`src/rtl/syzygy_adc_pkg.sv`:
```
// Shared constants and state type for the SYZYGY ADC word-alignment block.
package syzygy_adc_pkg;

  localparam int unsigned LANE_WIDTH    = 8;
  localparam int unsigned SAMPLE_WIDTH  = 16;
  localparam int unsigned SLIP_MAX      = 7;
  localparam int unsigned SETTLE_CYCLES = 2;

  typedef enum logic [1:0] {
    IDLE,
    SETTLE,
    STREAM
  } align_state_e;

endpackage

```
`src/rtl/syzygy_adc_lane_shift.sv`:
```
// One ISERDES lane: two-word history and a word-level barrel shift.
module syzygy_adc_lane_shift
  import syzygy_adc_pkg::*;
(
  input  logic                  slow_clk,
  input  logic                  reset,
  input  logic [LANE_WIDTH-1:0] lane_in,
  input  logic [2:0]            slip,
  output logic [LANE_WIDTH-1:0] aligned
);

  logic [LANE_WIDTH-1:0]   curr_q, curr_d;
  logic [LANE_WIDTH-1:0]   prev_q, prev_d;
  logic [2*LANE_WIDTH-1:0] pair_shifted;

  // Word history advances every cycle, independent of alignment state.
  always_comb begin
    curr_d = lane_in;
    prev_d = curr_q;
  end

  // History registers.
  always_ff @(posedge slow_clk) begin
    if (reset) begin
      curr_q <= '0;
      prev_q <= '0;
    end else begin
      curr_q <= curr_d;
      prev_q <= prev_d;
    end
  end

  // Select the aligned byte out of the concatenated word pair.
  always_comb begin
    pair_shifted = {prev_q, curr_q} >> slip;
    aligned      = pair_shifted[LANE_WIDTH-1:0];
  end

endmodule

```
`src/rtl/syzygy_adc_word_align.sv`:
```
// Word aligner: FSM tracking the frame stage's slip value, per-lane barrel
// shifters and registered 16-bit sample assembly.
module syzygy_adc_word_align
  import syzygy_adc_pkg::*;
#(
  parameter int unsigned NUM_CHANNELS = 2
) (
  input  logic                                 slow_clk,
  input  logic                                 reset,
  input  logic                                 frame_valid,
  input  logic [3:0]                           bitslip_count,
  input  logic [NUM_CHANNELS*SAMPLE_WIDTH-1:0] lane_data,
  output logic [NUM_CHANNELS*SAMPLE_WIDTH-1:0] sample_out,
  output logic                                 sample_valid,
  output logic                                 align_error,
  output logic [7:0]                           realign_count
);

  align_state_e                         state_q, state_d;
  logic [1:0]                           settle_cnt_q, settle_cnt_d;
  logic [2:0]                           slip_q, slip_d;
  logic                                 align_error_q, align_error_d;
  logic [7:0]                           realign_count_q, realign_count_d;
  logic [NUM_CHANNELS*SAMPLE_WIDTH-1:0] sample_out_q, sample_out_d;
  logic [NUM_CHANNELS*SAMPLE_WIDTH-1:0] aligned_all;
  logic                                 slip_legal;

  // Lane placement in lane_data matches byte placement in sample_out, so each
  // lane's aligned byte lands in the same bit slice it came from.
  for (genvar g = 0; g < 2 * NUM_CHANNELS; g++) begin : g_lane
    syzygy_adc_lane_shift u_lane (
      .slow_clk (slow_clk),
      .reset    (reset),
      .lane_in  (lane_data[g*LANE_WIDTH +: LANE_WIDTH]),
      .slip     (slip_q),
      .aligned  (aligned_all[g*LANE_WIDTH +: LANE_WIDTH])
    );
  end

  assign slip_legal = (bitslip_count <= 4'(SLIP_MAX));

  // Next-state, slip capture, error flag and realign counter.
  always_comb begin
    state_d         = state_q;
    settle_cnt_d    = settle_cnt_q;
    slip_d          = slip_q;
    align_error_d   = align_error_q;
    realign_count_d = realign_count_q;
    sample_out_d    = aligned_all;

    if (!frame_valid) begin
      state_d = IDLE;
    end else if (!slip_legal) begin
      align_error_d = 1'b1;
      state_d       = IDLE;
    end else begin
      unique case (state_q)
        IDLE: begin
          slip_d       = bitslip_count[2:0];
          settle_cnt_d = 2'(SETTLE_CYCLES);
          state_d      = SETTLE;
        end
        SETTLE: begin
          if (settle_cnt_q == '0) begin
            state_d = STREAM;
          end else begin
            settle_cnt_d = settle_cnt_q - 2'd1;
          end
        end
        STREAM: begin
          if (bitslip_count != {1'b0, slip_q}) begin
            slip_d       = bitslip_count[2:0];
            settle_cnt_d = 2'(SETTLE_CYCLES);
            state_d      = SETTLE;
            if (realign_count_q != '1) begin
              realign_count_d = realign_count_q + 8'd1;
            end
          end
        end
        default: state_d = IDLE;
      endcase
    end
  end

  // State, control and output registers.
  always_ff @(posedge slow_clk) begin
    if (reset) begin
      state_q         <= IDLE;
      settle_cnt_q    <= '0;
      slip_q          <= '0;
      align_error_q   <= 1'b0;
      realign_count_q <= '0;
      sample_out_q    <= '0;
    end else begin
      state_q         <= state_d;
      settle_cnt_q    <= settle_cnt_d;
      slip_q          <= slip_d;
      align_error_q   <= align_error_d;
      realign_count_q <= realign_count_d;
      sample_out_q    <= sample_out_d;
    end
  end

  assign sample_out    = sample_out_q;
  assign sample_valid  = (state_q == STREAM);
  assign align_error   = align_error_q;
  assign realign_count = realign_count_q;

endmodule

```
`config.mk`:
```
export PLATFORM = sky130hd
export DESIGN_NAME = syzygy_adc_word_align
export DESIGN_NICKNAME = d
export VERILOG_FILES = /design/src/rtl/syzygy_adc_pkg.sv /design/src/rtl/syzygy_adc_lane_shift.sv /design/src/rtl/syzygy_adc_word_align.sv
export SDC_FILE = /design/constraint.sdc
export NUM_CORES = 1
export LEC_CHECK = 0
export ABC_AREA = 1
export BUFFER_PORTS_ARGS = -buffer_cell sky130_fd_sc_hd__buf_2
export CAP_MARGIN = 30
export CORE_MARGIN = 3
export CORE_UTILIZATION = 60
export DETAILED_ROUTE_END_ITERATION = 8
export PLACE_DENSITY_LB_ADDON = 0.15
export SLEW_MARGIN = 40
export SYNTH_ARGS = -nofsm -noshare
export SYNTH_HDL_FRONTEND = slang
export SYNTH_SLANG_ARGS = --single-unit
```
`constraint.sdc`:
```
create_clock -name slow_clk -period 2 [get_ports slow_clk]
set_input_delay 0.1 -clock slow_clk [delete_from_list [all_inputs] [get_ports slow_clk]]
set_output_delay 0.1 -clock slow_clk [all_outputs]
set_load 0.01 [all_outputs]
```
==> summary.md <==
| Metric | Value |
|---|---|
| Status | `finished clean` |
| Clock buffer depth | `2` |
| Post-CTS Setup Bufs | `0` |
| Iter 0 DRT Violations | `~470` |
| N_diodes | `0` |
| CP max FO | `40` |
| Most common cell after layout, fill and taps aside | `nand2_1` |
| CP Class | `reg -> reg` |
| CTS tree | `built` |
| Min-delay worst type | `in -> reg` |
| Worst setup EP type | `register` |
| RSZ-0062 raised after global routing | `no` |
| Antenna violations before repair | `0` |
| Clk root buf | `clkbuf_8` |
| Tightest Pin Transition | `between 600 and 700 ps` |
| Post-Syn Area | `~4800 um2` |
| #FFs+latches synth | `~110` |
| Skew final | `between 7 and 8 ps` |
| MaxCap Viol Count | `0` |
| Final count of pins violating max slew | `0` |
| Cts bufs inserted | `9` |
| Reg clk slew, reported paths | `100 ps` |
| WHS Endpoint | `slip_q[2]` |
| CP Cell Sequence | `buf_4 -> o21ai_0 -> or2_2 -> nand3_1 -> a21oi_1` |
| Proportion of layout cells with a drive suffix above 1 | `15.5%` |
| CP max stage delay | `420 ps` |
| Final WL | `~11000 um` |
| CP Data Required Time | `2240 ps` |
| Power per cell area | `between 700 and 800 nW/um2` |
| I/O Pins | `81` |
| Sw Ratio | `26.2%` |
| Hold_buf cts | `34` |
| Syn_area_per_cell | `between 6 and 7 um2` |
| Largest net degree at the start of global routing | `89` |
| # nets final | `832` |
| Full die area | `9170 um2` |
| YS warnings | `0` |
| Combinational fraction of design power | `16.0%` |
| DRC Markers | `0` |
| Top FF cell, synth | `dfxtp_1` |
| Std cell rows | `32` |
| Post-synthesis cell count | `approximately 700` |
| P_int | `roughly 3.4 mW` |
| First-pass GRT wire length | `17800 um` |
| R2R depth | `5` |
| Crit path max-delay family | `flip-flops` |
| Critical Path AT | `approximately 1800 ps` |
| Reg2reg setup slack | `490 ps` |
| Yosys cell types | `27` |
| Clock power frac | `33.3%` |
| Worst Path Buf+Inv | `1` |
| Min Clock Period, post-route | `1510 ps` |
| Worst Setup Start Kind | `register` |
| I/O Buffers | `80` |
| Setup Viol. Count Final | `0` |
| PnR worst setup slack | `approximately 490 ps` |
| Flop pwr share | `50.6%` |
| Slowest cell on crit path | `dfxtp_2` |
| Min-delay src | `bitslip_count[2]` |
| TritonRoute pass-1 iters | `5` |
| Avg WL per Cell | `12.1 um` |
| Vias in the first global route | `3873` |
| Final ANT Viol Nets | `0` |
| Most frequent cells in the layout | `nand2_1 (169), dfxtp_1 (107), nor2_1 (98)` |
| Post-CTS resize count | `0` |
| EDFF count, synth | `0` |
| Dpl ws | `approximately 520 ps` |
| Worst-Skew Late Latency | `360 ps` |
| DP Wirelength | `7380 um` |
| Die Ht | `95.8 um` |
| Sw power | `1.20 mW` |
| Period utilisation layout | `75.5%` |
| VDD IR max | `720 uV` |
| Drt via density | `5.04` |
| Top achievable clock speed | `0.662 GHz` |
| Initial Utilization | `62.3%` |
| Fin Setup TNS | `0 ps` |
| Chip width | `about 96 um` |
| Pleak | `2.73 nW` |
| Vias | `4528` |
| FF-to-FF End | `sample_out[6]` |
| Hold path cells | `5` |
| Core area | `~7800 um2` |
| Global route overflow | `0` |
| H-tree Lvls | `3` |
| Number of fill cells | `~600` |
| RD Place Congestion | `approximately 0.96` |
| All-layer global routing usage | `about a quarter` |
| CTS Sinks | `between 100 and 150` |
| Area growth, synth to finish | `19.5%` |
| Post-synth ARST share | `0%` |
| Worst r2r src | `slip_q[0]` |
| Post-synthesis sequential area ratio | `44.7%` |
| Hold Violations, Final | `0` |
| Relative slew slack | `between 50% and 60%` |
| Syn nets | `740` |
## final cells by class
type	count	area (um2)	area share, %
clock buffer	9	124	2.14
clock inverter	7	115	1.99
inverter	93	352	6.08
multi-input combinational	458	2080	36.0
sequential	108	2160	37.4
tap	102	128	2.21
timing repair buffer	121	818	14.2
## worst max path at each step
stage	endpoint	from	slack, ps	cells past startpoint
CTS	realign_count[1]	realign_count[1]	500	7
floorplan	realign_count[0]	realign_count[1]	660	8
global placement	sample_out[6]	slip_q[0]	560	5
global route	sample_out[20]	slip_q[0]	320	7
detailed placement	sample_out[6]	slip_q[0]	520	5
finish	sample_out[6]	slip_q[0]	490	5
## flip-flops by register name (all words and copies together) (netlist names)
name                  flops
realign_count             8
align_error               1
g_lane.u_lane.curr_q     32
settle_cnt_q              2
sample_out               32
state_q                   2
g_lane.u_lane.prev_q     28
slip_q                    3
## synth_stat cells, types with 6 or more instances
library cell  number  area share, %
a21oi_1           48            5.0
buf_2             10            1.0
buf_4              7            1.1
buf_6              7            1.6
clkbuf_1          12           0.93
dfxtp_1          108             45
inv_1             91            7.1
nand2_1          169             13
nand3_1           26            2.7
nand4_1            6           0.78
nor2_1            98            7.6
o211ai_1           7            1.1
o21ai_0           59            6.1
o21ai_1           20            2.1
## logic make-up after synthesis
group / after synthesis / synth area share, %
AND/OR/NAND/NOR: 312 / 26.1
AO/OA/AOI/OAI: 138 / 15.0
buffers and inverters: 133 / 12.3
flip-flops: 108 / 44.7
multiplexers: 5 / 1.29
adder cells (fa/ha/maj): 2 / 0.517
XOR/XNOR: 1 / 0.181
## worst min-delay path, delay by kind of cell
kind / cells / cell delay, ps
simple gates: 3 / 170
buf+inv: 2 / 160
## metrics by stage
stage	hold WS, ps	std cells	power [mW]	util (%)	area [um2]
after floorplan	207	699	2.86	-	4840
after global placement	301	848	3.03	67.0	5200
after detailed placement	306	848	3.05	67.0	5200
after CTS	94.9	898	4.61	74.4	5780
after global routing	136	898	4.81	74.4	5780
final	111	898	4.60	74.4	5780
## metal layers
layer	up-vias	track usage, %	wire length (um)
met2	211	34.9	4600
li1	2360	-	-
met4	0	8.53	150
met3	13	5.00	977
met1	1944	37.7	5150
met5	-	0	0
## power by group through the flow
stage	Combinational, mW	Sequential (mW)	Clock (mW)
floorplan	0.457	2.40	0
global placement	0.657	2.37	0
detailed placement	0.672	2.38	0
CTS	0.725	2.33	1.56
global route	0.832	2.34	1.63
finish	0.738	2.33	1.53
Power figures use the tool's default switching activity.
